--- config.mk ---
export PLATFORM = sky130hd
export DESIGN_NAME = cache_req_queue
export DESIGN_NICKNAME = d
export VERILOG_FILES = /design/src/rtl/cache_definition.sv /design/src/rtl/cache_req_fifo.sv /design/src/rtl/cache_req_queue.sv
export SDC_FILE = /design/constraint.sdc
export NUM_CORES = 1
export LEC_CHECK = 0
export CORE_MARGIN = 3
export CORE_UTILIZATION = 54
export CTS_CLUSTER_DIAMETER = 60
export DETAILED_ROUTE_END_ITERATION = 10
export PLACE_DENSITY = 0.8
export SLEW_MARGIN = 20
export SYNTH_ARGS = -nofsm -noshare
export SYNTH_HDL_FRONTEND = slang
export SYNTH_SLANG_ARGS = --single-unit
--- constraint.sdc ---
create_clock -name clk -period 3.4 [get_ports clk]
set_input_delay 0.51 -clock clk [delete_from_list [all_inputs] [get_ports clk]]
set_output_delay 0.51 -clock clk [all_outputs]
set_load 0.01 [all_outputs]
--- src/rtl/cache_definition.sv ---
// Shared types for the CPU-side cache interface, the request queue entry and
// the request queue issue FSM.
package cache_definition;

    typedef struct packed {
        logic [31:0] addr;
        logic [31:0] data;
        logic        rw;
        logic        valid;
    } cpu_to_cache_type;

    typedef struct packed {
        logic [31:0] data;
        logic        ready;
    } cache_to_cpu_type;

    typedef struct packed {
        logic        rw;
        logic [31:0] addr;
        logic [31:0] data;
    } cache_req_entry_type;

    typedef enum logic [1:0] {
        REQ_IDLE,
        REQ_BUSY,
        REQ_RESP
    } req_q_state_type;

endpackage

--- src/rtl/cache_req_fifo.sv ---
// DEPTH-entry request FIFO: storage, wrapping pointers and occupancy count.
// The head entry is presented combinationally and leaves only on pop.
module cache_req_fifo
    import cache_definition::*;
#(
    parameter int DEPTH = 4,
    parameter int PTR_W = $clog2(DEPTH)
) (
    input  logic                clk,
    input  logic                rst,
    input  logic                push,
    input  cache_req_entry_type push_entry,
    input  logic                pop,
    output logic                full,
    output logic                empty,
    output cache_req_entry_type head,
    output logic [PTR_W:0]      count
);

    cache_req_entry_type mem [DEPTH];
    logic [PTR_W-1:0]    wr_ptr;
    logic [PTR_W-1:0]    rd_ptr;

    // NOTE: storage has no reset; an entry is never read before it is written,
    // and leaving it out of the reset keeps it mappable to plain RAM.
    always_ff @(posedge clk) begin
        if (push) begin
            mem[wr_ptr] <= push_entry;
        end
    end

    // NOTE: sequential state uses non-blocking assignments so every register
    // samples the pre-edge values regardless of statement order.
    always_ff @(posedge clk or negedge rst) begin
        if (!rst) begin
            wr_ptr <= '0;
            rd_ptr <= '0;
            count  <= '0;
        end else begin
            if (push) wr_ptr <= wr_ptr + 1'b1;
            if (pop)  rd_ptr <= rd_ptr + 1'b1;
            case ({push, pop})
                2'b10:   count <= count + 1'b1;
                2'b01:   count <= count - 1'b1;
                default: count <= count;
            endcase
        end
    end

    assign full  = (count == (PTR_W+1)'(DEPTH));
    assign empty = (count == '0);
    assign head  = mem[rd_ptr];

endmodule

--- src/rtl/cache_req_queue.sv ---
// CPU request queue in front of the cache: buffers requests, issues them one at
// a time and returns a one-cycle response. Define CACHE_REQ_QUEUE_STATS_EN for counters.
module cache_req_queue
    import cache_definition::*;
#(
    parameter int DEPTH = 4,
    localparam int PTR_W = $clog2(DEPTH)
) (
    input  logic             clk,
    input  logic             rst,
    input  logic             req_valid,
    output logic             req_ready,
    input  logic             req_rw,
    input  logic [31:0]      req_addr,
    input  logic [31:0]      req_data,
    output logic             rsp_valid,
    output logic             rsp_rw,
    output logic [31:0]      rsp_data,
    output logic [PTR_W:0]   occupancy,
    output cpu_to_cache_type cpu_to_cache,
    input  cache_to_cpu_type cache_to_cpu
`ifdef CACHE_REQ_QUEUE_STATS_EN
    ,
    output logic [31:0]      stat_reads,
    output logic [31:0]      stat_writes,
    output logic [31:0]      stat_stall_cycles
`endif
);

    req_q_state_type     state, state_n;
    cpu_to_cache_type    c2c_n;
    logic                rsp_valid_n, rsp_rw_n;
    logic [31:0]         rsp_data_n;
    logic                push, pop, full, empty;
    cache_req_entry_type head;

    assign req_ready = !full;
    assign push      = req_valid && req_ready;

    cache_req_fifo #(.DEPTH(DEPTH), .PTR_W(PTR_W)) u_fifo (
        .clk        (clk),
        .rst        (rst),
        .push       (push),
        .push_entry ('{rw: req_rw, addr: req_addr, data: req_data}),
        .pop        (pop),
        .full       (full),
        .empty      (empty),
        .head       (head),
        .count      (occupancy)
    );

    always_ff @(posedge clk or negedge rst) begin
        if (!rst) state <= REQ_IDLE;
        else      state <= state_n;
    end

    // NOTE: every signal written here gets a default first, so no path through
    // the case can leave one unassigned and infer a latch.
    always_comb begin
        state_n     = state;
        c2c_n       = cpu_to_cache;
        rsp_valid_n = 1'b0;
        rsp_rw_n    = rsp_rw;
        rsp_data_n  = rsp_data;
        pop         = 1'b0;
        case (state)
            REQ_IDLE: begin
                if (!empty) begin
                    c2c_n   = '{addr: head.addr, data: head.data, rw: head.rw, valid: 1'b1};
                    state_n = REQ_BUSY;
                end
            end
            REQ_BUSY: begin
                if (cache_to_cpu.ready) begin
                    rsp_valid_n = 1'b1;
                    rsp_rw_n    = cpu_to_cache.rw;
                    rsp_data_n  = cpu_to_cache.rw ? 32'h0 : cache_to_cpu.data;
                    c2c_n.valid = 1'b0;
                    pop         = 1'b1;
                    state_n     = REQ_RESP;
                end
            end
            // One idle cycle guarantees valid drops between back-to-back requests.
            REQ_RESP: state_n = REQ_IDLE;
            default:  state_n = REQ_IDLE;
        endcase
    end

    always_ff @(posedge clk or negedge rst) begin
        if (!rst) begin
            cpu_to_cache <= '0;
            rsp_valid    <= 1'b0;
            rsp_rw       <= 1'b0;
            rsp_data     <= '0;
        end else begin
            cpu_to_cache <= c2c_n;
            rsp_valid    <= rsp_valid_n;
            rsp_rw       <= rsp_rw_n;
            rsp_data     <= rsp_data_n;
        end
    end

`ifdef CACHE_REQ_QUEUE_STATS_EN
    logic stall_cycle;
    assign stall_cycle = (state == REQ_BUSY) && !cache_to_cpu.ready;

    // Counters saturate rather than wrap so long runs never read back small.
    always_ff @(posedge clk or negedge rst) begin
        if (!rst) begin
            stat_reads        <= '0;
            stat_writes       <= '0;
            stat_stall_cycles <= '0;
        end else begin
            if (pop && !cpu_to_cache.rw && stat_reads != '1)  stat_reads  <= stat_reads + 1'b1;
            if (pop && cpu_to_cache.rw && stat_writes != '1)  stat_writes <= stat_writes + 1'b1;
            if (stall_cycle && stat_stall_cycles != '1)       stat_stall_cycles <= stat_stall_cycles + 1'b1;
        end
    end
`else
    // Statistics counters are not built in this configuration.
`endif

endmodule
# --- Yosys cells after proc, flatten, opt, wreduce, memory -nomap -nowiden ---
# Memories as Yosys holds them, arrays and structs flattened. A register that Yosys moved wholly into a read port is not among the register bits.
# Cells that the tools add are included.
classes:
  n_eq_ne: 6
  mux: 12
  reduce_logical: 11
  bitwise_logic: 1
  addsub: 4
op_table:
  columns: ["operator", "count"]
  rows:
  - ["2-to-1 mux 32 bit", 1]
  - ["2-to-1 mux 1 bit", 6]
  - ["one-hot mux 3 bit (2 select lines)", 1]
  - ["AND reduction 2 bit", 3]
  - ["adder 2 x 1 -> 2 bit (second input constant)", 2]
  - ["equality test 2 x 1 -> 1 bit (second input constant)", 2]
  - ["2-to-1 mux 2 bit", 2]
  - ["inequality test 2 bit (second input constant)", 2]
  - ["one-hot mux 2 bit (2 select lines)", 1]
  - ["nonzero test 2 bit", 2]
  - ["adder 3 x 1 -> 3 bit (second input constant)", 1]
  - ["equality test 3 bit (second input constant)", 1]
  - ["logical NOT 3 bit", 1]
  - ["AND reduction 3 bit", 1]
  - ["subtractor 3 x 1 -> 3 bit (second input constant)", 1]
  - ["equality test 2 bit (second input constant)", 1]
  - ["logical NOT 1 bit", 2]
  - ["logical NOT 2 bit", 1]
  - ["one-hot mux 1 bit (2 select lines)", 1]
  - ["logical AND 1 bit", 1]
  - ["inverter 1 bit", 1]
word_totals:
  reg_bits: 44
  ram_bits: 260
  inputBits: 101
  n_memories: 1
  out_inout_bits: 104
  elab_cells: 43
mem_list:
  columns: ["memory", "depth", "word_bits", "read_ports", "rd_clocked_by_memory_dff", "wr", "line_no", "source"]
  rows:
  - ["u_fifo.mem", 4, 65, 1, 1, 1, "cache_req_fifo.sv:20", "cache_req_entry_type mem [DEPTH];"]

# --- Depth between registers and ports, before layout ---
# Gate-level depths: netlist (run 1).
logic_depth:
  depth_word: 5
  depth_mapped: 9
  depth_no_buf: 9

# --- Cells and area by module ---
# Synthesis (run 1) repeated with hierarchy kept, for this count alone.
hier_totals:
  cells_unflattened: 671
  hier_area_um2: 13769.5
modules_own_cells:
  columns: ["mod", "area_each_um2", "instances", "seq_area_each_um2", "cells_per_inst"]
  rows:
  - ["cache_req_fifo", 9811.9, 1, 7982.7, 377]
  - ["cache_req_queue", 3957.5, 1, 2552.4, 294]

# --- Worst setup path before layout (run 1) ---
# No wires, ideal clock.
synth_path:
  kind: "reg2reg"
  start: "reg u_fifo.count[2]"
  end: "mem u_fifo.mem[0][0] (netlist name) (enable)"
  path_stages_with_launch: 3
  synth_period_minus_slack_ns: 2.741
  arrival_time_ns: 2.311
  slack_ns: 0.659
  path_buffers: 0
  cell_sequence: "dfrtp_1 > or3b_1 > and3_1"
synth_via:
  elab_chain_len: 5
synth_lines:
  columns: ["element", "line_no", "source"]
  rows:
  - ["start, declared", "cache_req_fifo.sv:17", "output logic [PTR_W:0] count"]
  - ["start signal, assigned", "cache_req_fifo.sv:43", "2'b10: count <= count + 1'b1;"]
  - ["start signal, assigned", "cache_req_fifo.sv:44", "2'b01: count <= count - 1'b1;"]
  - ["start signal, assigned", "cache_req_fifo.sv:45", "default: count <= count;"]
  - ["equality test 3 bit", "cache_req_fifo.sv:50", "assign full = (count == (PTR_W+1)'(DEPTH));"]
  - ["logical NOT 1 bit", "cache_req_queue.sv:37", "assign req_ready = !full;"]
  - ["via req_ready", "cache_req_queue.sv:12", "output logic req_ready,"]
  - ["logical AND 1 bit", "cache_req_queue.sv:38", "assign push = req_valid && req_ready;"]
  - ["2-to-1 mux 1 bit", "cache_req_fifo.sv:27", "if (push) begin"]
  - ["2-to-1 mux 1 bit (not written as such)", "cache_req_fifo.sv:28", "mem[wr_ptr] <= push_entry;"]
  - ["end, declared", "cache_req_fifo.sv:20", null]
# The timed path passes the listed nets, and every way through them passes these cells.

# --- Final worst setup path (run 1) ---
layout_path:
  start: "reg u_fifo.count[0]"
  end: "out req_ready"
layout_via:
  elab_chain_len: 2
layout_lines:
  columns: ["element", "line_no"]
  rows:
  - ["equality test 3 bit", "cache_req_fifo.sv:50"]
  - ["logical NOT 1 bit", "cache_req_queue.sv:37"]
  - ["end, declared", "cache_req_queue.sv:12"]
# No other way between the ends.

==> load_flow_metrics.sql, run 1 <==
INSERT INTO impl_metrics (metric_group, metric, value, unit) VALUES
('clock_tree', 'post-cts-setup-buffers', '0', ''),
('logic_synthesis', 'synth_top_cell_by_area', 'sky130_fd_sc_hd__edfxtp_1', ''),
('run_status', 'outcome', 'complete, no violations', ''),
('routing', 'post_drt_wl_per_cell', '21.3', 'um'),
('placed_design', 'gp_routability_congestion', '0.789', ''),
('logic_synthesis', 'yosys_warnings', '0', ''),
('grt', 'initial_antenna_violation_count', '3', ''),
('worst_setup_path', 'worstRegToRegCells', '9', ''),
('placed_design', 'post_dp_area', '16200', 'um^2'),
('worst_setup_path', 'path_max_fanout', '6', ''),
('routing', 'wirelength', '26.3', 'mm'),
('die', 'fp-row-count', '57', ''),
('grt', 'pin_count_of_the_biggest_net_entering_global_routing', '69', ''),
('logic_synthesis', 'ys_seq_area_share', '76.3', '%'),
('grt', 'first_global_vias', '7200', ''),
('sta', 'hold_ws', '0.0369', 'ns'),
('routing', 'route.vias.total', '6786', ''),
('logic_synthesis', 'synth_seq_cells', '369', ''),
('clock_tree', 'clkTransAtPathRegs', '0.06', 'ns'),
('die', 'design.core.area', '24700', 'um^2'),
('logic_synthesis', 'synth_cell_types', '26', ''),
('logic_synthesis', 'netlist_top_cells_area', 'sky130_fd_sc_hd__edfxtp_1, sky130_fd_sc_hd__dfrtp_1, sky130_fd_sc_hd__mux4_2', ''),
('logic_synthesis', 'ys.flop_type', 'sky130_fd_sc_hd__edfxtp_1', ''),
('worst_setup_path', 'r2r_slack', '1.04', 'ns'),
('clock_tree', 'cts_tree', 'built', ''),
('die', 'io_pins', '205', ''),
('sta', 'worst_slack', '0.933', 'ns'),
('worst_setup_path', 'worst_path_required_time', '2.89', 'ns'),
('die', 'initial_utilization', '55.8', '%'),
('sta', 'final.setup_skew', '0.0227', 'ns'),
('clock_tree', 'cts_sinks', '369', ''),
('worst_setup_path', 'setup.worst_path.end', 'req_ready', ''),
('logic_synthesis', 'synth_most_common_cell', 'sky130_fd_sc_hd__edfxtp_1', ''),
('die', 'chipWidth', '166', 'um'),
('finish', 'final_layout_size_suffix_gt1_share', '21.8', '%'),
('worst_hold_path', 'min_path_type', 'input port to asynchronous set/reset pin', ''),
('routing', 'drtAntennaViolNets', '0', ''),
('placed_design', 'pre_cts_slack', '0.990', 'ns'),
('pwr', 'leakagePower', '0.00624', 'uW'),
('sta', 'max_slew_margin', '32.6', '%'),
('routing', 'post-route-drc-count', '0', ''),
('clock_tree', 'holdBufCountCts', '0', ''),
('routing', 'dr.pass1.iters', '5', ''),
('sta', 'setup_violations', '0', ''),
('sta', 'hold_violation_total_from_the_final_report', '0', ''),
('grt', 'grt_pass1_wl', '41.6', 'mm'),
('finish', 'area_growth_syn_to_layout', '25.3', '%'),
('clock_tree', 'htree_num_levels', '2', ''),
('flow_run', 'cap_violations', '0', ''),
('logic_synthesis', 'nets_in_the_synthesized_netlist', '775', ''),
('routing', 'drt_iter0_drc', '524', ''),
('logic_synthesis', 'top_cell_types_by_occurrence_after_synthesis', 'sky130_fd_sc_hd__edfxtp_1, sky130_fd_sc_hd__dfrtp_1, sky130_fd_sc_hd__mux4_2', ''),
('worst_setup_path', 'crit_path_start', 'u_fifo.count[0]$_DFFE_PN0P_', ''),
('die', 'dieHeight', '166', 'um'),
('sta', 'timing.final.crit_share', '72.5', '%'),
('clock_tree', 'cts_repair_resize_count', '0', ''),
('routing', 'vias_per_cell', '5.49', ''),
('worst_setup_path', 'worstSetupPathType', 'register to output pin', ''),
('grt', 'global_route.overflow_total', '0', ''),
('logic_synthesis', 'synthesis.area_per_instance', '20.7', 'um^2'),
('worst_setup_path', 'rr_endpoint', 'u_fifo.count[2]$_DFFE_PN0P_', ''),
('logic_synthesis', 'synth_edf_count', '260', ''),
('sta', 'worst_slew_pin_slew', '1.01', 'ns'),
('placed_design', 'final_hpwl_dp', '16.3', 'mm'),
('worst_setup_path', 'cp_slowest_stage_delay', '0.54', 'ns'),
('worst_setup_path', 'regToRegStartpoint', 'u_fifo.count[0]$_DFFE_PN0P_', ''),
('finish', 'final_core_util', '70.0', '%'),
('placed_design', 'port_buffers', '204', ''),
('logic_synthesis', 'post_synth_inst_count', '668', ''),
('logic_synthesis', 'syn_area', '13800', 'um^2'),
('finish', 'design.final.nets', '993', '');
## layer usage
layer  track usage, %  wire [um]  vias up
met3             4.36       1800       43
li1                 -          -     3026
met2             29.8      12300      265
met1             28.6      11600     3448
met4             4.74        472        4
met5                0         27        -
## logic make-up (layout without fill, tap and decap cells)
group	count (synthesis)	after routing	share of synthesized area [%]
compound gates	33	33	1.20
xor+xnor	6	6	0.381
fa+ha+maj	6	6	0.598
buf+inv	41	284	1.75
flops	369	369	76.3
mux	132	132	16.8
other cells	0	1	0
simple gates	81	81	2.98
## worst min-delay path by stage
| stage | endpoint | cells after the start | from | slack [ns] |
|---|---|---|---|---|
| after floorplan | cpu_to_cache[0]$_DFFE_PN0P_ | 0 | rst | 0.21 |
| after global placement | cpu_to_cache[0]$_DFFE_PN0P_ | 2 | cpu_to_cache[0]$_DFFE_PN0P_ | 0.46 |
| after detailed placement | rsp_rw$_DFFE_PN0P_ | 2 | rsp_rw$_DFFE_PN0P_ | 0.47 |
| after CTS | u_fifo.rd_ptr[0]$_DFFE_PN0P_ | 1 | rst | 0.04 |
| after global routing | u_fifo.rd_ptr[0]$_DFFE_PN0P_ | 1 | rst | 0.06 |
| final | u_fifo.rd_ptr[0]$_DFFE_PN0P_ | 1 | rst | 0.04 |
## critical path, delay by kind of cell (launching register included)
family	cells	cell delay [ns]
buf+inv	1	0.54
flops	1	0.43
simple gates	1	0.48
## through the flow
step / instances / power (uW)
floorplan: 668 / 10200
global placement: 1173 / 12300
detailed placement: 1173 / 12400
CTS: 1235 / 16100
global route: 1235 / 16700
finish: 1236 / 15900
## flip-flops by register name (all words and copies together) (netlist names)
register	cells
u_fifo.mem	260
state	2
cpu_to_cache	66
rsp_valid	1
rsp_data	32
u_fifo.wr_ptr	2
u_fifo.rd_ptr	2
rsp_rw	1
u_fifo.count	3
## report_power, final
part / leakage (uW) / internal (uW) / switching [uW]
logic: 0.00201 / 3110 / 2160
registers: 0.00370 / 6200 / 762
clock network: 0.000526 / 2070 / 1560
## placed cells by master, fill, tap and decap left out, drive strengths merged, types with 2 or more instances in the layout
cell type,instances
clkbuf,48
edfxtp,260
clkdlybuf4s50,203
xor2,2
and3,4
buf,11
ha,5
clkinv,10
mux4,65
mux2,66
o21ai,33
xnor2,4
nand2b,33
dfrtp,109
inv,10
nand2,38
## layout make-up
type | count | area (um^2)
Antenna cell | 1 | 2.50
Tap cell | 324 | 405
Clock buffer | 48 | 965
Timing Repair Buffer | 214 | 2200
Sequential cell | 369 | 10500
Clock inverter | 14 | 105
Multi-Input combinational cell | 258 | 3060
Inverter | 8 | 30.0
Fill cell | 1530 | 7440
No activity file was read; power rests on OpenSTA's default activity.
==> run 2, diff against run 1 <==
--- a/config.mk
+++ b/config.mk
@@ -6,10 +6,10 @@
 export NUM_CORES = 1
 export LEC_CHECK = 0
 export CORE_MARGIN = 3
-export CORE_UTILIZATION = 54
+export CORE_UTILIZATION = 49
 export CTS_CLUSTER_DIAMETER = 60
 export DETAILED_ROUTE_END_ITERATION = 10
-export PLACE_DENSITY = 0.8
+export PLACE_DENSITY = 0.76
 export SLEW_MARGIN = 20
 export SYNTH_ARGS = -nofsm -noshare
 export SYNTH_HDL_FRONTEND = slang
==> constraint.sdc (replaced) <==
create_clock -name clk -period 2.2 [get_ports clk]
set_input_delay 0.33 -clock clk [delete_from_list [all_inputs] [get_ports clk]]
set_output_delay 0.33 -clock clk [all_outputs]
set_load 0.01 [all_outputs]
==> load_flow_metrics.sql, run 2 (synthesis gave the netlist of run 1 again) <==
INSERT INTO impl_metrics (metric_group, metric, value, unit) VALUES
('pwr', 'leakagePower', '0.00647', 'uW'),
('clock_tree', 'cts_tree', 'built', ''),
('flow_run', 'cap_violations', '0', ''),
('sta', 'worst_slew_pin_slew', '0.575', 'ns'),
('sta', 'max_slew_margin', '61.6', '%'),
('finish', 'final_layout_size_suffix_gt1_share', '24.6', '%'),
('grt', 'global_route.overflow_total', '0', ''),
('finish', 'final_core_util', '65.3', '%'),
('finish', 'antenna_cells_inserted', '0', ''),
('worst_setup_path', 'worstSetupPathType', 'register to output pin', ''),
('die', 'io_pins', '205', ''),
('routing', 'post_drt_wl_per_cell', '20.9', 'um'),
('placed_design', 'gp_routability_congestion', '0.773', ''),
('worst_setup_path', 'setup.worst_path.start_class', 'register', ''),
('sta', 'setup_violations', '0', ''),
('worst_hold_path', 'min_path_type', 'input port to asynchronous set/reset pin', ''),
('sta', 'fin_tns_setup', '0', 'ns'),
('die', 'design.core.area', '27300', 'um^2'),
('finish', 'n_fill_cell', '1845', ''),
('sta', 'final.setup_skew', '0.0207', 'ns'),
('clock_tree', 'htree_num_levels', '2', ''),
('sta', 'final_period_minus_worst_setup_slack', '2.11', 'ns'),
('sta', 'hold_violation_total_from_the_final_report', '0', ''),
('finish', 'mostFrequentLayoutCells', 'sky130_fd_sc_hd__edfxtp_1, sky130_fd_sc_hd__clkdlybuf4s50_1, sky130_fd_sc_hd__dfrtp_1', ''),
('grt', 'first_global_vias', '7415', ''),
('clock_tree', 'clock_tree.buffer_depth', '3', ''),
('grt', 'use_met2', '29.3', '%'),
('worst_setup_path', 'endpoint_kind_of_the_worst_setup_timing_path', 'output pin', ''),
('grt', 'globalRouteTotalUtil', '18.5', '%'),
('die', 'fp-row-count', '60', ''),
('clock_tree', 'cts_inserted_buffers', '38', ''),
('finish', 'layout.cells.most_common', 'sky130_fd_sc_hd__edfxtp_1', ''),
('sta', 'slew_viol_final', '0', ''),
('finish', 'area_growth_syn_to_layout', '29.3', '%'),
('routing', 'vias_per_cell', '5.27', ''),
('grt', 'grt_busiest_layer', 'met2', ''),
('sta', 'timing.final.crit_share', '96.0', '%'),
('worst_setup_path', 'path_max_fanout', '5', ''),
('die', 'die-area', '30200', 'um^2'),
('worst_setup_path', 'worst_path_required_time', '1.87', 'ns'),
('grt', 'global_route.usage.met1', '26.1', '%'),
('worst_setup_path', 'timing.critical_path.arrival', '1.78', 'ns'),
('routing', 'dr.pass1.iters', '4', ''),
('clock_tree', 'clock_latency_of_the_later_clocked_register_in_the_worst_skew_pair', '0.52', 'ns'),
('worst_setup_path', 'cp_slowest_stage_delay', '0.41', 'ns'),
('routing', 'post-route-drc-count', '0', ''),
('finish', 'register_containing_the_most_flip_flops_in_the_final_layout', 'u_fifo.mem', ''),
('worst_setup_path', 'crit_slowest_cell', 'sky130_fd_sc_hd__dfrtp_1', ''),
('grt', 'grt_pass1_wl', '43.6', 'mm'),
('clock_tree', 'ctsRootBufferMaster', 'sky130_fd_sc_hd__clkbuf_16', ''),
('placed_design', 'port_buffers', '204', ''),
('sta', 'maxClockFrequency', '0.474', 'GHz'),
('clock_tree', 'cts_sinks', '369', ''),
('sta', 'rsz_0062_raised_after_global_routing', 'no', ''),
('routing', 'drt_iter0_drc', '468', ''),
('die', 'chipWidth', '174', 'um'),
('die', 'initial_utilization', '50.5', '%'),
('finish', 'design.final.nets', '1016', ''),
('run_status', 'outcome', 'complete, no violations', ''),
('worst_setup_path', 'cp_top_family', 'buffers and inverters', ''),
('finish', 'largest_registers', 'u_fifo.mem x260, cpu_to_cache x66, rsp_data x32', ''),
('routing', 'wirelength', '27.4', 'mm'),
('grt', 'initial_antenna_violation_count', '2', ''),
('clock_tree', 'clkTransAtPathRegs', '0.06', 'ns'),
('routing', 'route.vias.total', '6902', ''),
('worst_setup_path', 'crit_buf_inv', '2', ''),
('die', 'dieHeight', '174', 'um'),
('finish', 'max_ffs_per_register', '260', ''),
('grt', 'pin_count_of_the_biggest_net_entering_global_routing', '69', ''),
('worst_setup_path', 'cp_cell_sequence', 'or3b_4, buf_4, dlygate4sd2_1', ''),
('routing', 'drtAntennaViolNets', '0', ''),
('placed_design', 'final_hpwl_dp', '16.7', 'mm'),
('pwr', 'power.density', '1440', 'nW/um^2'),
('grt', 'global_route.usage.met3', '4.84', '%'),
('pwr', 'ir_worst_vdd', '0.000820', 'V');
## run 2: cell count changes in the layout (fill, tap and decap cells not counted), moves of 2 or more
cell / previous run / this run
sky130_fd_sc_hd__clkbuf_1: 9 / 7
sky130_fd_sc_hd__buf_4: 4 / 12
sky130_fd_sc_hd__buf_12: 7 / 18
sky130_fd_sc_hd__clkinv_2: 6 / 8
sky130_fd_sc_hd__bufinv_16: 1 / 4
sky130_fd_sc_hd__clkbuf_16: 35 / 39
## run 2: per-stage QoR
| step | setup WS, ns | power (uW) | cell area, um^2 | hold slack [ns] | cells |
|---|---|---|---|---|---|
| finish | 0.0883 | 25700 | 17900 | 0.365 | 1310 |
| global route | 0.0159 | 27000 | 17900 | 0.388 | 1310 |
| CTS | 0.0486 | 26000 | 17800 | 0.368 | 1308 |
| detailed placement | 0.0224 | 19600 | 16600 | 0.363 | 1238 |
| global placement | 0.0517 | 19300 | 16600 | 0.348 | 1238 |
| floorplan | 0.0454 | 15700 | 13800 | 0.0344 | 668 |
## run 2: layout make-up
cell class | count | area, um^2 | share of cell area (%)
sequential | 369 | 10500 | 59.0
clock buffer | 49 | 1040 | 5.84
timing repair buffer | 234 | 2490 | 14.0
tap | 372 | 465 | 2.61
clock inverter | 20 | 213 | 1.19
multi-input combinational | 258 | 3070 | 17.2
inverter | 8 | 30.0 | 0.168
## run 2: layer usage
layer  up-vias  share of wire, %
li1       3072                 -
met1      3555                44
met2       233                48
met3        38               7.0
met4         4               1.4
met5         -              0.11
## run 2: repair_timing
item | in CTS | in global routing
buffers inserted | 0 | 2
pin swaps | 0 | 1
endpoints found under the setup margin | 1 | 1
endpoints found under the hold margin | 30 | 0
gates resized for setup | 1 | 3
hold buffers | 1 | 0
## run 2: path summary, 6_finish.rpt
check / startpoint / end / slack, ns / cells past startpoint
min in group clk: cache_to_cpu[9] / rsp_data[8]$_DFFE_PN0P_ / 0.39 / 3
setup / recovery: u_fifo.count[1]$_DFFE_PN0P_ / req_ready / 0.09 / 3
setup reg to reg: u_fifo.count[1]$_DFFE_PN0P_ / u_fifo.count[2]$_DFFE_PN0P_ / 0.11 / 9
hold reg to reg: cpu_to_cache[0]$_DFFE_PN0P_ / cpu_to_cache[0]$_DFFE_PN0P_ / 0.47 / 2
max in group asynchronous: rst / u_fifo.rd_ptr[1]$_DFFE_PN0P_ / 1.15 / 3
hold / removal: rst / cpu_to_cache[33]$_DFFE_PN0P_ / 0.36 / 2
## run 2: report_power, final
group / internal [uW] / leakage, uW / switching [uW]
logic: 5120 / 0.00215 / 3660
clock network: 3830 / 0.000616 / 2540
registers: 9580 / 0.00370 / 939
total: 18500 / 0.00647 / 7140
==> run 3, diff against run 2 <==
--- a/config.mk
+++ b/config.mk
@@ -14,3 +14,4 @@
 export SYNTH_ARGS = -nofsm -noshare
 export SYNTH_HDL_FRONTEND = slang
 export SYNTH_SLANG_ARGS = --single-unit
+export TNS_END_PERCENT = 5
==> load_flow_metrics.sql, run 3 (synthesis gave the netlist of run 1 again) <==
INSERT INTO impl_metrics (metric_group, metric, value, unit) VALUES
('run_status', 'outcome', 'complete, no violations', ''),
('routing', 'drt-met1-wl', '11.4', 'mm'),
('worst_setup_path', 'crit_slowest_cell', 'sky130_fd_sc_hd__dfrtp_1', ''),
('pwr', 'switching_share', '27.7', '%'),
('finish', 'area_occupied_by_multi_input_gates', '3070', 'um^2'),
('worst_setup_path', 'timing.critical_path.arrival', '2.52', 'ns'),
('routing', 'drt_iter0_drc', '461', ''),
('clock_tree', 'cts_inserted_buffers', '38', ''),
('finish', 'mostFrequentLayoutCells', 'sky130_fd_sc_hd__edfxtp_1, sky130_fd_sc_hd__clkdlybuf4s50_1, sky130_fd_sc_hd__dfrtp_1', ''),
('sta', 'final.setup_skew', '0.0214', 'ns'),
('routing', 'met3RoutedLength', '1.96', 'mm'),
('worst_setup_path', 'worst_path_required_time', '2.63', 'ns'),
('finish', 'final_layout_size_suffix_gt1_share', '24.5', '%'),
('clock_tree', 'clock_latency_of_the_later_clocked_register_in_the_worst_skew_pair', '0.51', 'ns'),
('sta', 'hold_ws', '0.394', 'ns'),
('clock_tree', 'cts_tree', 'built', ''),
('finish', 'finish.instance_area', '17800', 'um^2'),
('pwr', 'leakagePower', '0.00647', 'uW'),
('worst_setup_path', 'crit_buf_inv', '2', ''),
('grt', 'initial_antenna_violation_count', '0', ''),
('placed_design', 'post_dp_area', '16600', 'um^2'),
('pwr', 'power.density', '1430', 'nW/um^2'),
('sta', 'setup_violations', '0', ''),
('finish', 'area_growth_syn_to_layout', '29.1', '%'),
('finish', 'n_fill_cell', '1854', ''),
('sta', 'maxClockFrequency', '0.478', 'GHz'),
('die', 'io_pins', '205', ''),
('clock_tree', 'clkTransAtPathRegs', '0.06', 'ns'),
('worst_setup_path', 'cp_top_family', 'simple AND/OR/NAND/NOR gates', ''),
('grt', 'grt_pass1_wl', '41.8', 'mm'),
('routing', 'maxUsedRoutingLayer', 'met4', ''),
('worst_setup_path', 'worstSetupPathType', 'register to register', ''),
('routing', 'dr.pass1.iters', '4', ''),
('die', 'chipWidth', '174', 'um'),
('routing', 'wirelength', '26.8', 'mm'),
('placed_design', 'port_buffers', '204', ''),
('routing', 'post_drt_wl_per_cell', '20.4', 'um'),
('pwr', 'totalPowerFinal', '25500', 'uW'),
('routing', 'route.vias.total', '6833', ''),
('finish', 'final_core_util', '65.3', '%'),
('routing', 'vias_per_cell', '5.20', ''),
('finish', 'max_ffs_per_register', '260', ''),
('sta', 'max_slew_margin', '56.0', '%'),
('clock_tree', 'ctsRootBufferMaster', 'sky130_fd_sc_hd__clkbuf_16', ''),
('sta', 'worst_slew_pin_slew', '0.660', 'ns'),
('grt', 'pin_count_of_the_biggest_net_entering_global_routing', '110', ''),
('finish', 'area.sequential', '10500', 'um^2'),
('flow_run', 'cap_violations', '0', ''),
('worst_setup_path', 'path_max_fanout', '4', ''),
('die', 'dieHeight', '174', 'um'),
('die', 'fp-row-count', '60', ''),
('routing', 'post-route-drc-count', '0', ''),
('finish', 'design.final.nets', '1020', ''),
('finish', 'layout.cells.most_common', 'sky130_fd_sc_hd__edfxtp_1', ''),
('worst_setup_path', 'cp_cell_sequence', 'or3b_4, and2_1, inv_1, ha_2, inv_1, fa_2, xor2_1, nor2_1, xor2_1', ''),
('pwr', 'clock_power_share', '24.5', '%'),
('sta', 'slew_viol_final', '0', ''),
('worst_hold_path', 'min_path_type', 'input port to register', ''),
('die', 'design.core.area', '27300', 'um^2'),
('finish', 'antenna_cells_inserted', '0', ''),
('pwr', 'seq_power_share', '41.1', '%'),
('die', 'initial_utilization', '50.5', '%'),
('placed_design', 'gp_routability_congestion', '0.779', ''),
('pwr', 'intPower', '18500', 'uW'),
('worst_setup_path', 'setup.worst_path.start_class', 'register', ''),
('finish', 'largest_registers', 'u_fifo.mem x260, cpu_to_cache x66, rsp_data x32', ''),
('grt', 'globalRouteTotalUtil', '17.7', '%'),
('routing', 'drtAntennaViolNets', '0', ''),
('grt', 'global_route.overflow_total', '0', ''),
('clock_tree', 'htree_num_levels', '2', ''),
('sta', 'hold_violation_total_from_the_final_report', '0', ''),
('routing', 'met2WireLength', '13.0', 'mm'),
('die', 'die-area', '30200', 'um^2'),
('worst_setup_path', 'endpoint_kind_of_the_worst_setup_timing_path', 'register', ''),
('sta', 'final_period_minus_worst_setup_slack', '2.09', 'ns'),
('pwr', 'power.net_switching', '7070', 'uW'),
('worst_setup_path', 'cp_slowest_stage_delay', '0.39', 'ns'),
('pwr', 'ir_worst_vdd', '0.00101', 'V'),
('grt', 'first_global_vias', '7252', ''),
('sta', 'timing.final.crit_share', '95.2', '%'),
('finish', 'register_containing_the_most_flip_flops_in_the_final_layout', 'u_fifo.mem', ''),
('clock_tree', 'clock_tree.buffer_depth', '3', ''),
('clock_tree', 'cts_sinks', '369', ''),
('pwr', 'power.combinational.fraction', '34.5', '%'),
('placed_design', 'final_hpwl_dp', '16.8', 'mm');
[run 3: final cells by class]
type                    instances  share of cell area (%)
flip-flops and latches        369                    59.1
well taps                     372                    2.61
inverters                       8                   0.168
clock inverters                18                   0.968
repair buffers                238                    14.0
clock buffers                  50                    5.93
multi-input cells             258                    17.2
[run 3: final timing paths]
check	start	endpoint	slack (ns)	cells past startpoint
worst max-delay path	u_fifo.count[2]$_DFFE_PN0P_	u_fifo.count[2]$_DFFE_PN0P_	0.11	9
worst min-delay path	cache_to_cpu[10]	rsp_data[9]$_DFFE_PN0P_	0.39	3
worst max register to register	u_fifo.count[2]$_DFFE_PN0P_	u_fifo.count[2]$_DFFE_PN0P_	0.11	9
worst min register to register	rsp_rw$_DFFE_PN0P_	rsp_rw$_DFFE_PN0P_	0.48	2
max in group asynchronous	rst	u_fifo.rd_ptr[0]$_DFFE_PN0P_	1.20	3
min in group asynchronous	rst	rsp_data[2]$_DFFE_PN0P_	0.44	3
[run 3: repair_timing]
action | in CTS | in global routing
hold buffers | 1 | 0
endpoints found under the setup margin | 1 | 1
setup buffers | 0 | 3
endpoints found under the hold margin | 109 | 0
pin swaps | 0 | 2
gates resized for setup | 1 | 3
[run 3: power by group through the flow]
| stage | logic (uW) | registers, uW | clock network, uW |
|---|---|---|---|
| after global routing | 9440 | 10700 | 6690 |
| after detailed placement | 8910 | 10600 | 0 |
| final | 8800 | 10500 | 6240 |
| after floorplan | 4880 | 10800 | 0 |
| after CTS | 8960 | 10500 | 6410 |
| after global placement | 8750 | 10600 | 0 |
[run 3: stage by stage]
stage,worst slack (ns),setup TNS (ns),instances
6_report,0.107,0,1313
5_1_grt,-0.0175,-0.0175,1313
4_1_cts,0.0464,0,1310
3_5_place_dp,0.0638,0,1241
3_3_place_gp,0.110,0,1241
2_1_floorplan,-0.541,-105.50,668
[run 3: metal layers]
layer / GRT usage (%) / vias up
li1: - / 3077
met1: 23.7 / 3498
met2: 29.0 / 225
met3: 5.15 / 33
met4: 4.42 / 0
met5: 0 / -
[run 3: worst min-delay path: cells and delay by family]
kind	cells	cell delay [ns]
AOI/OAI and AO/OA	1	0.07
buffers and inverters	1	0.40
and+or+nand+nor	1	0.06
==> patch (flow settings as in run 2) <==
`DEPTH` is set to 4 in 2 places; all go to 8.
--- a/src/rtl/cache_req_fifo.sv
+++ b/src/rtl/cache_req_fifo.sv
@@ -4,5 +4,5 @@
     import cache_definition::*;
 #(
-    parameter int DEPTH = 4,
+    parameter int DEPTH = 8,
     parameter int PTR_W = $clog2(DEPTH)
 ) (
--- a/src/rtl/cache_req_queue.sv
+++ b/src/rtl/cache_req_queue.sv
@@ -4,5 +4,5 @@
     import cache_definition::*;
 #(
-    parameter int DEPTH = 4,
+    parameter int DEPTH = 8,
     localparam int PTR_W = $clog2(DEPTH)
 ) (
Interface: changed (resized occupancy); port bits go from 205 to 206. The function was not compared with the original's and may differ.
==> patch against run 2 <==
  * Sequential cell count up 263
  * Critical path depth rose by 6
  * Critical path type is now flop to flop
  * Synthesized area is 75% higher
  * Wire length is 91% higher
  * Final area up 64%
  * Setup slack worse by 0.013 ns
  * Non-clock buffer count is 23 higher
  * Total power increased by 55%
==> patch: results (changes against run 2) <==
----------------------------------------------------
[Critical path]
  Cell with the largest stage delay on the worst path ... dfrtp_2
  R2R setup slack ... 0.08 ns (-0.03 ns)
  Data arrival, critical path ... 2.62 ns (+0.84 ns)
  Max incr delay on CP ... 0.46 ns (+0.05 ns)

[Timing]
  Worst slack on hold paths ... 0.203 ns (-0.162 ns)
  Slew of the pin with the lowest slew margin ... 0.606 ns (+0.0304 ns)
  Worst clock skew on the final layout ... 0.0220 ns (+0.00133 ns)

[Power and ir drop]
  Net switching power of the design ... 12.8 mW (+80%)
  Power drawn by the combinational cells ... 13.2 mW (+50%)
  Power attributed to the clock group ... 9.90 mW (+55%)

[Routing]
  Total Routed Length ... 52.5 mm (+91%)
  M1 WL ... 22.6 mm (+89%)
  Number of DRC markers in iteration 0 ... 1089 (+130%)
  Amount of wire on met2 after detailed routing ... 25.5 mm (+94%)

[Global route]
  Total global routing track utilization ... 0.200 (+0.0149)
  Global-route wire length before repair ... 81.1 mm (+86%)
  Vias in the first global route ... 13.7k (+85%)
  Antenna violations before repair ... 5 (+3)
  GR met1 Demand/Resource ... 0.273 (+0.0126)

[Synth]
  Number of enable-type register cells in the synthesized netlist ... 520 (+100%)

[Place]
  Worst slack after detailed placement ... -0.231 ns (-0.253 ns)
  Routability congestion estimate from global placement ... 0.814 (+5.4%)
  Buffers on Ports ... 205 (+0.49%)
  HPWL reported at the end of detailed placement ... 30.2 mm (+81%)

[Cells and area]
  Final standard cell count with taps included and fillers excluded ... 2403 (+83%)
  Fillers ... 3445 (+87%)
  Share of cells above drive strength 1 ... 0.0968 (-0.149)

[Clock network]
  Number of buffers created by CTS ... 60 (+58%)
  Insertion delay of the later-clocked pin in the worst-skew pair ... 0.62 ns (+0.10 ns)

[Run status]
  Status ... completed

----------------------------------------------------
## patch: timing repair
item,CTS,global route
hold endpoints to repair,33,0
endpoints found under the setup margin,1,1
setup buffers,0,0
gates resized for setup,1,3
pin swaps,0,0
hold buffers,1,0
## patch: final cells by class
class,count,area (um^2),area share
Tap cell,656,821,0.0280
Sequential cell,632,18400,0.628
Timing Repair Buffer,257,2780,0.0948
Antenna cell,1,2.50,0.0000853
Inverter,3,11.3,0.000384
Clock inverter,46,377,0.0128
Multi-Input combinational cell,741,5400,0.184
Clock buffer,67,1530,0.0521
## patch: logic make-up after synthesis
| group | Yosys count | synth area share |
|---|---|---|
| fa+ha+maj | 5 | 0.00259 |
| buf+inv | 86 | 0.0187 |
| compound gates | 165 | 0.0479 |
| xor+xnor | 9 | 0.00327 |
| mux | 262 | 0.109 |
| flops | 632 | 0.763 |
| simple gates | 300 | 0.0555 |
